===== src/rtl/misr_compactor.sv =====
// -----------------------------------------------------------------------------
// misr_compactor
//
// Multiple-input signature register (MISR) that compacts a fixed-length
// window of samples from an upstream 4-bit counter into one signature. A
// test controller pulses start. The block then folds WINDOW qualified
// samples {co_in, data_in} into the signature. It stops in DONE and shows
// whether the result matches GOLDEN.
//
// Parameters
//   WIDTH   signature register width (5..32)
//   POLY    feedback taps; bit i set = tap at stage i
//   SEED    signature value loaded at the start of every run
//   WINDOW  valid samples compacted per run (1..65535)
//   GOLDEN  expected final signature
//
// Ports
//   clk        in   rising-edge clock
//   rst        in   asynchronous active-high reset
//   start      in   run request pulse (ignored while a run is in progress)
//   valid_in   in   sample qualifier (upstream counter enable)
//   data_in    in   upstream counter[3:0]
//   co_in      in   upstream carry-out
//   busy       out  high while compacting (RUN)
//   done       out  high once the window is complete (DONE)
//   pass       out  final signature equals GOLDEN; only ever high with done
//   signature  out  current MISR contents
// -----------------------------------------------------------------------------
module misr_compactor #(
  parameter int unsigned       WIDTH  = 8,
  parameter logic [WIDTH-1:0]  POLY   = WIDTH'(8'h1D),
  parameter logic [WIDTH-1:0]  SEED   = WIDTH'(8'h00),
  parameter int unsigned       WINDOW = 16,
  parameter logic [WIDTH-1:0]  GOLDEN = WIDTH'(8'h00)
) (
  input  logic             clk,
  input  logic             rst,
  input  logic             start,
  input  logic             valid_in,
  input  logic [3:0]       data_in,
  input  logic             co_in,
  output logic             busy,
  output logic             done,
  output logic             pass,
  output logic [WIDTH-1:0] signature
);

  // The counter has to hold the value WINDOW itself (reached on the last
  // sample), so it never wraps inside a run.
  localparam int unsigned      CNT_W    = $clog2(WINDOW + 1);
  localparam logic [CNT_W-1:0] LAST_CNT = CNT_W'(WINDOW - 1);
  localparam logic [CNT_W-1:0] CNT_ONE  = CNT_W'(1);

  // Encoding 2'b11 is unreachable; the default branch below recovers it.
  typedef enum logic [1:0] {
    IDLE = 2'b00,
    RUN  = 2'b01,
    DONE = 2'b10
  } state_e;

  state_e           state_q, state_d;
  logic [WIDTH-1:0] sig_q,   sig_d;
  logic [CNT_W-1:0] cnt_q,   cnt_d;
  logic             pass_q,  pass_d;

  logic [WIDTH-1:0] sample;
  logic [WIDTH-1:0] sig_next;

  // Five-bit sample vector, zero-extended to the register width.
  always_comb begin
    sample      = '0;
    sample[4:0] = {co_in, data_in};
  end

  // One MISR step: shift left and apply the polynomial when the MSB falls
  // off. Then XOR in the parallel sample.
  assign sig_next = {sig_q[WIDTH-2:0], 1'b0}
                  ^ (sig_q[WIDTH-1] ? POLY : '0)
                  ^ sample;

  // NOTE: every signal written here gets a default first, so no path
  // through the case leaves one unassigned and no latch is inferred.
  always_comb begin
    state_d = state_q;
    sig_d   = sig_q;
    cnt_d   = cnt_q;
    pass_d  = pass_q;

    case (state_q)
      IDLE: begin
        pass_d = 1'b0;
        // A sample presented together with start is deliberately dropped.
        // Compaction begins on the following cycle.
        if (start) begin
          state_d = RUN;
          sig_d   = SEED;
          cnt_d   = '0;
        end
      end

      RUN: begin
        // start is ignored here: a run is neither restarted nor aborted.
        pass_d = 1'b0;
        if (valid_in) begin
          sig_d = sig_next;
          cnt_d = cnt_q + CNT_ONE;
          if (cnt_q == LAST_CNT) begin
            state_d = DONE;
            // Compare against the value being loaded so that pass rises
            // on the same edge as done.
            pass_d  = (sig_next == GOLDEN);
          end
        end
      end

      DONE: begin
        // Hold the result until the controller asks for another run.
        if (start) begin
          state_d = RUN;
          sig_d   = SEED;
          cnt_d   = '0;
          pass_d  = 1'b0;
        end
      end

      default: begin
        state_d = IDLE;
        pass_d  = 1'b0;
      end
    endcase
  end

  // rst asserts asynchronously. Its release is assumed to be already
  // aligned to clk upstream, so the first edge after release acts on the
  // inputs without an extra synchroniser delay.
  // NOTE: state registers use non-blocking assignments so that every flop
  // samples the pre-edge values, whatever order the simulator evaluates in.
  always_ff @(posedge clk or posedge rst) begin
    if (rst) begin
      state_q <= IDLE;
      sig_q   <= SEED;
      cnt_q   <= '0;
      pass_q  <= 1'b0;
    end else begin
      state_q <= state_d;
      sig_q   <= sig_d;
      cnt_q   <= cnt_d;
      pass_q  <= pass_d;
    end
  end

  assign busy      = (state_q == RUN);
  assign done      = (state_q == DONE);
  assign pass      = pass_q;
  assign signature = sig_q;

endmodule


===== config.mk =====
export PLATFORM = sky130hd
export DESIGN_NAME = misr_compactor
export DESIGN_NICKNAME = d
export VERILOG_FILES = /design/src/rtl/misr_compactor.sv
export SDC_FILE = /design/constraint.sdc
export NUM_CORES = 1
export LEC_CHECK = 0
export BUFFER_PORTS_ARGS = -buffer_cell sky130_fd_sc_hd__buf_2
export CORE_MARGIN = 2
export CORE_UTILIZATION = 50
export DETAILED_ROUTE_END_ITERATION = 8
export PLACE_DENSITY_LB_ADDON = 0.08
export SYNTH_ARGS = -nofsm -noshare
export SYNTH_HDL_FRONTEND = slang
export SYNTH_SLANG_ARGS = --single-unit

===== constraint.sdc =====
create_clock -name clk -period 2.63 [get_ports clk]
set_input_delay 0.6575 -clock clk [delete_from_list [all_inputs] [get_ports clk]]
set_output_delay 0.6575 -clock clk [all_outputs]
set_load 0.005 [all_outputs]

==> flow_summary.rst <==
.. list-table::
   :header-rows: 1

   * - Metric
     - Value
   * - Post-DR wirelength/cell
     - ~14 um
   * - Normalized max-slew margin
     - 0.604
   * - Wire length of the first global-routing pass
     - 2600 um
   * - YS warnings
     - 0
   * - Cells after DPL
     - 104
   * - Max-slew violation count
     - 0
   * - Input/output buffers
     - 19
   * - Die Height
     - between 40 and 50 um
   * - Critical path data arrival time
     - around 1.1 ns
   * - Class of the worst hold path
     - in2async
   * - Post-DR vias/cell
     - 5.37
   * - Post-synthesis mux area share
     - 0
   * - Top Ports
     - 20
   * - Wirelength, routed
     - 1510 um
   * - Critical Path Slowest Stage Cell
     - sky130_fd_sc_hd__dfrtp_1
   * - Count of cell types in the netlist
     - 23
   * - Startpoint of the worst setup timing path
     - state_q[1]
   * - Final-layout setup total negative slack
     - 0 ns
   * - Transition at the pin with the smallest max-transition slack
     - 0.594 ns
   * - Largest delay contributor family on the critical path
     - flip-flops
   * - Max Root-Sink Buffers
     - 2
   * - Post-cts gate resize count
     - 0
   * - Width of the die
     - 43.5 um
   * - Largest family of logic cells by synthesized area
     - simple AND/OR/NAND/NOR gates
   * - Number of detailed-routing iterations run before antenna repair
     - 3
   * - Worst reg-to-reg path cell count
     - 6
   * - Arithmetic-cell share of the synthesized area counting full adders, half adders and majority gates
     - 0.0322
   * - Unrepaired setup endpoints after global routing
     - no
   * - Clock buffer count from CTS
     - 3
   * - Fraction of final layout cells with drive strength greater than 1
     - 0.272
   * - Sequential element share of the synthesized area
     - 0.514
   * - Compound-gate portion of the synthesized area
     - 0.141
   * - Latest clock arrival within the worst-skew pair
     - about 0.29 ns
   * - Via Count
     - 580
   * - Post-DRT Antenna Nets
     - 0
   * - Relative area change from synthesis to final layout
     - 16.6%
   * - Worst reg-to-reg setup slack
     - 1.18 ns
   * - Clock-pin slew on the worst setup and hold paths
     - 0.10 ns
   * - Worst-path maximum fanout
     - 4
   * - Clock tree from TritonCTS
     - built
   * - Number of failing setup endpoints in the final timing report
     - 0
   * - H-Tree Level Count
     - 1
   * - Hold-fix buffer count after cts
     - 0
   * - Overflow left after global routing
     - 0
   * - Initial cell density of the core
     - 0.523
   * - Post-route minimum period
     - between 1.5 and 2 ns
   * - Most frequent standard cell in the layout excluding fill and tap cells
     - sky130_fd_sc_hd__buf_2
   * - RD Place Congestion
     - 0.757
   * - Number of placement rows
     - 14
   * - Post CTS Setup Buffer Count
     - 0
   * - Gate Count Post-Synth
     - 71
   * - Cell Chain, Critical Path
     - and2b_1 -> buf_2
   * - Register bit total from synthesis
     - 16
   * - PD cells
     - 1070 nW/um^2
   * - Average size of a mapped cell
     - 11.0 um^2
   * - Max Cap Violations
     - 0
   * - Clock root buffer master
     - sky130_fd_sc_hd__clkbuf_4
   * - Number of global-route vias before repair
     - 612
   * - Biggest area contributors in the synthesized netlist
     - sky130_fd_sc_hd__dfrtp_1, sky130_fd_sc_hd__a22o_1, sky130_fd_sc_hd__xor2_1
   * - Primary flip-flop cell chosen by synthesis mapping
     - sky130_fd_sc_hd__dfrtp_1
   * - Kind of capture point of the worst setup path
     - output pin
   * - Required time of the critical path
     - 1.97 ns
   * - Antenna cell count
     - 0
   * - Cell area after technology mapping
     - 778 um^2
   * - Combined global-route utilization of all metal layers
     - 0.191
   * - Post-synthesis xor/xnor area fraction
     - 0.101
   * - Residual DRC
     - 0
   * - Number of nets in the layout
     - approximately 100
   * - Reg-to-reg startpoint
     - cnt_q[0]
   * - Syn_nets
     - 82
   * - Critical path startpoint category
     - register
   * - Maximum clock skew at final layout
     - approximately 0.0033 ns
   * - Async set-reset flop share out of synthesis
     - 1.00
   * - Kind of critical path
     - reg2out
   * - Count of routing violations after the opening detailed-route iteration
     - 3
   * - Status
     - complete, no violations
   * - CP peak stage delay
     - around 0.40 ns
   * - Proportion of netlist area held by the largest area contributor
     - 0.514
   * - Final number of hold-violating endpoints
     - 0
   * - Total Die Area
     - approximately 1900 um^2
   * - Post-synthesis cell type with the largest combined area
     - sky130_fd_sc_hd__dfrtp_1
   * - Simple logic cell fraction of the synthesized area
     - 0.162
   * - Sum of net half-perimeters after detailed placement
     - around 1100 um
   * - Number of enable flip-flop cells after synthesis
     - 0
   * - Area of the core region
     - roughly 1500 um^2
   * - Timing-limited maximum frequency
     - 578 MHz
   * - Final cell count without fillers
     - roughly 110
   * - Capture point of the worst reg-to-reg path
     - pass
   * - Pin count of the biggest net entering global routing
     - 17
   * - Antenna violations before repair
     - 0
   * - Commonest non-fill, non-tap cells in the layout
     - sky130_fd_sc_hd__buf_2, sky130_fd_sc_hd__dfrtp_1, sky130_fd_sc_hd__nand2_1
   * - Post-route fraction of the period consumed by the critical path
     - 0.658
   * - Worst ir drop on vdd
     - between 500 and 600 uV
   * - P_leak
     - 0.468 nW
   * - Count of buffering cells on the critical path with inverters included
     - 1
   * - Count of clock tree sinks
     - 16
metal layers:
layer,track usage,vias up,wire length (um)
met5,0,-,0
met4,0.109,0,42
met3,0.0250,5,69
met2,0.287,17,650
met1,0.266,269,744
li1,-,289,-
metrics by stage:
stage	power, W	hold WS (ns)	instance area, um^2	worst slack (ns)	util
finish	0.000972	0.413	907	0.900	0.609
global route	0.00105	0.478	907	0.863	0.609
CTS	0.000982	0.439	907	0.901	0.609
detailed placement	0.000815	0.521	871	0.936	0.585
global placement	0.000805	0.495	871	0.972	0.585
floorplan	0.000695	0.449	778	1.22	-
flip-flops by register name, indices dropped and copies added (netlist names):
name	flops
cnt_q	5
signature	8
state_q	2
pass	1
Yosys cell counts (2+ instances only):
cell type	instances
sky130_fd_sc_hd__buf_6	2
sky130_fd_sc_hd__a22o_1	6
sky130_fd_sc_hd__inv_1	4
sky130_fd_sc_hd__dfrtp_1	16
sky130_fd_sc_hd__nand2b_1	2
sky130_fd_sc_hd__xnor2_1	4
sky130_fd_sc_hd__nand3_1	2
sky130_fd_sc_hd__o21ai_0	6
sky130_fd_sc_hd__nor2_1	3
sky130_fd_sc_hd__xor2_1	5
sky130_fd_sc_hd__ha_1	2
sky130_fd_sc_hd__nand2_1	8
layout make-up:
type | count | area [um^2]
Tap cell | 16 | 20.0
Sequential cell | 16 | 400
Timing Repair Buffer | 19 | 95.1
Fill cell | 133 | 582
Clock buffer | 4 | 36.3
Multi-Input combinational cell | 49 | 340
Inverter | 4 | 15.0
worst reg2reg max path, delay by kind of cell, from the launching register on:
kind	cells	cell delay [ns]
and+or+nand+nor	3	0.48
DFF	1	0.39
adders and majority gates	2	0.33
AOI/OAI and AO/OA	1	0.19
kinds of logic (layout without fill, tap and decap cells):
kind of cell	Yosys count	count (layout)
AO/OA/AOI/OAI	15	15
AND/OR/NAND/NOR	23	23
flip-flops	16	16
buffers and inverters	6	27
adder cells (fa/ha/maj)	2	2
XOR/XNOR	9	9
power breakdown:
group / total [W] / internal, W / switching, W
Sequential: 0.000440 / 0.000344 / 0.0000960
Clock: 0.000165 / 0.0000844 / 0.0000809
Combinational: 0.000367 / 0.000187 / 0.000180
worst max-delay path by stage:
stage	slack [ns]	endpoint	cells past startpoint
2_1_floorplan	1.22	signature[4]	5
3_3_place_gp	0.97	signature[1]	4
3_5_place_dp	0.94	signature[1]	4
4_1_cts	0.90	busy	2
6_report	0.90	busy	2
5_1_grt	0.86	busy	2
(Power assumes the default switching activity.)
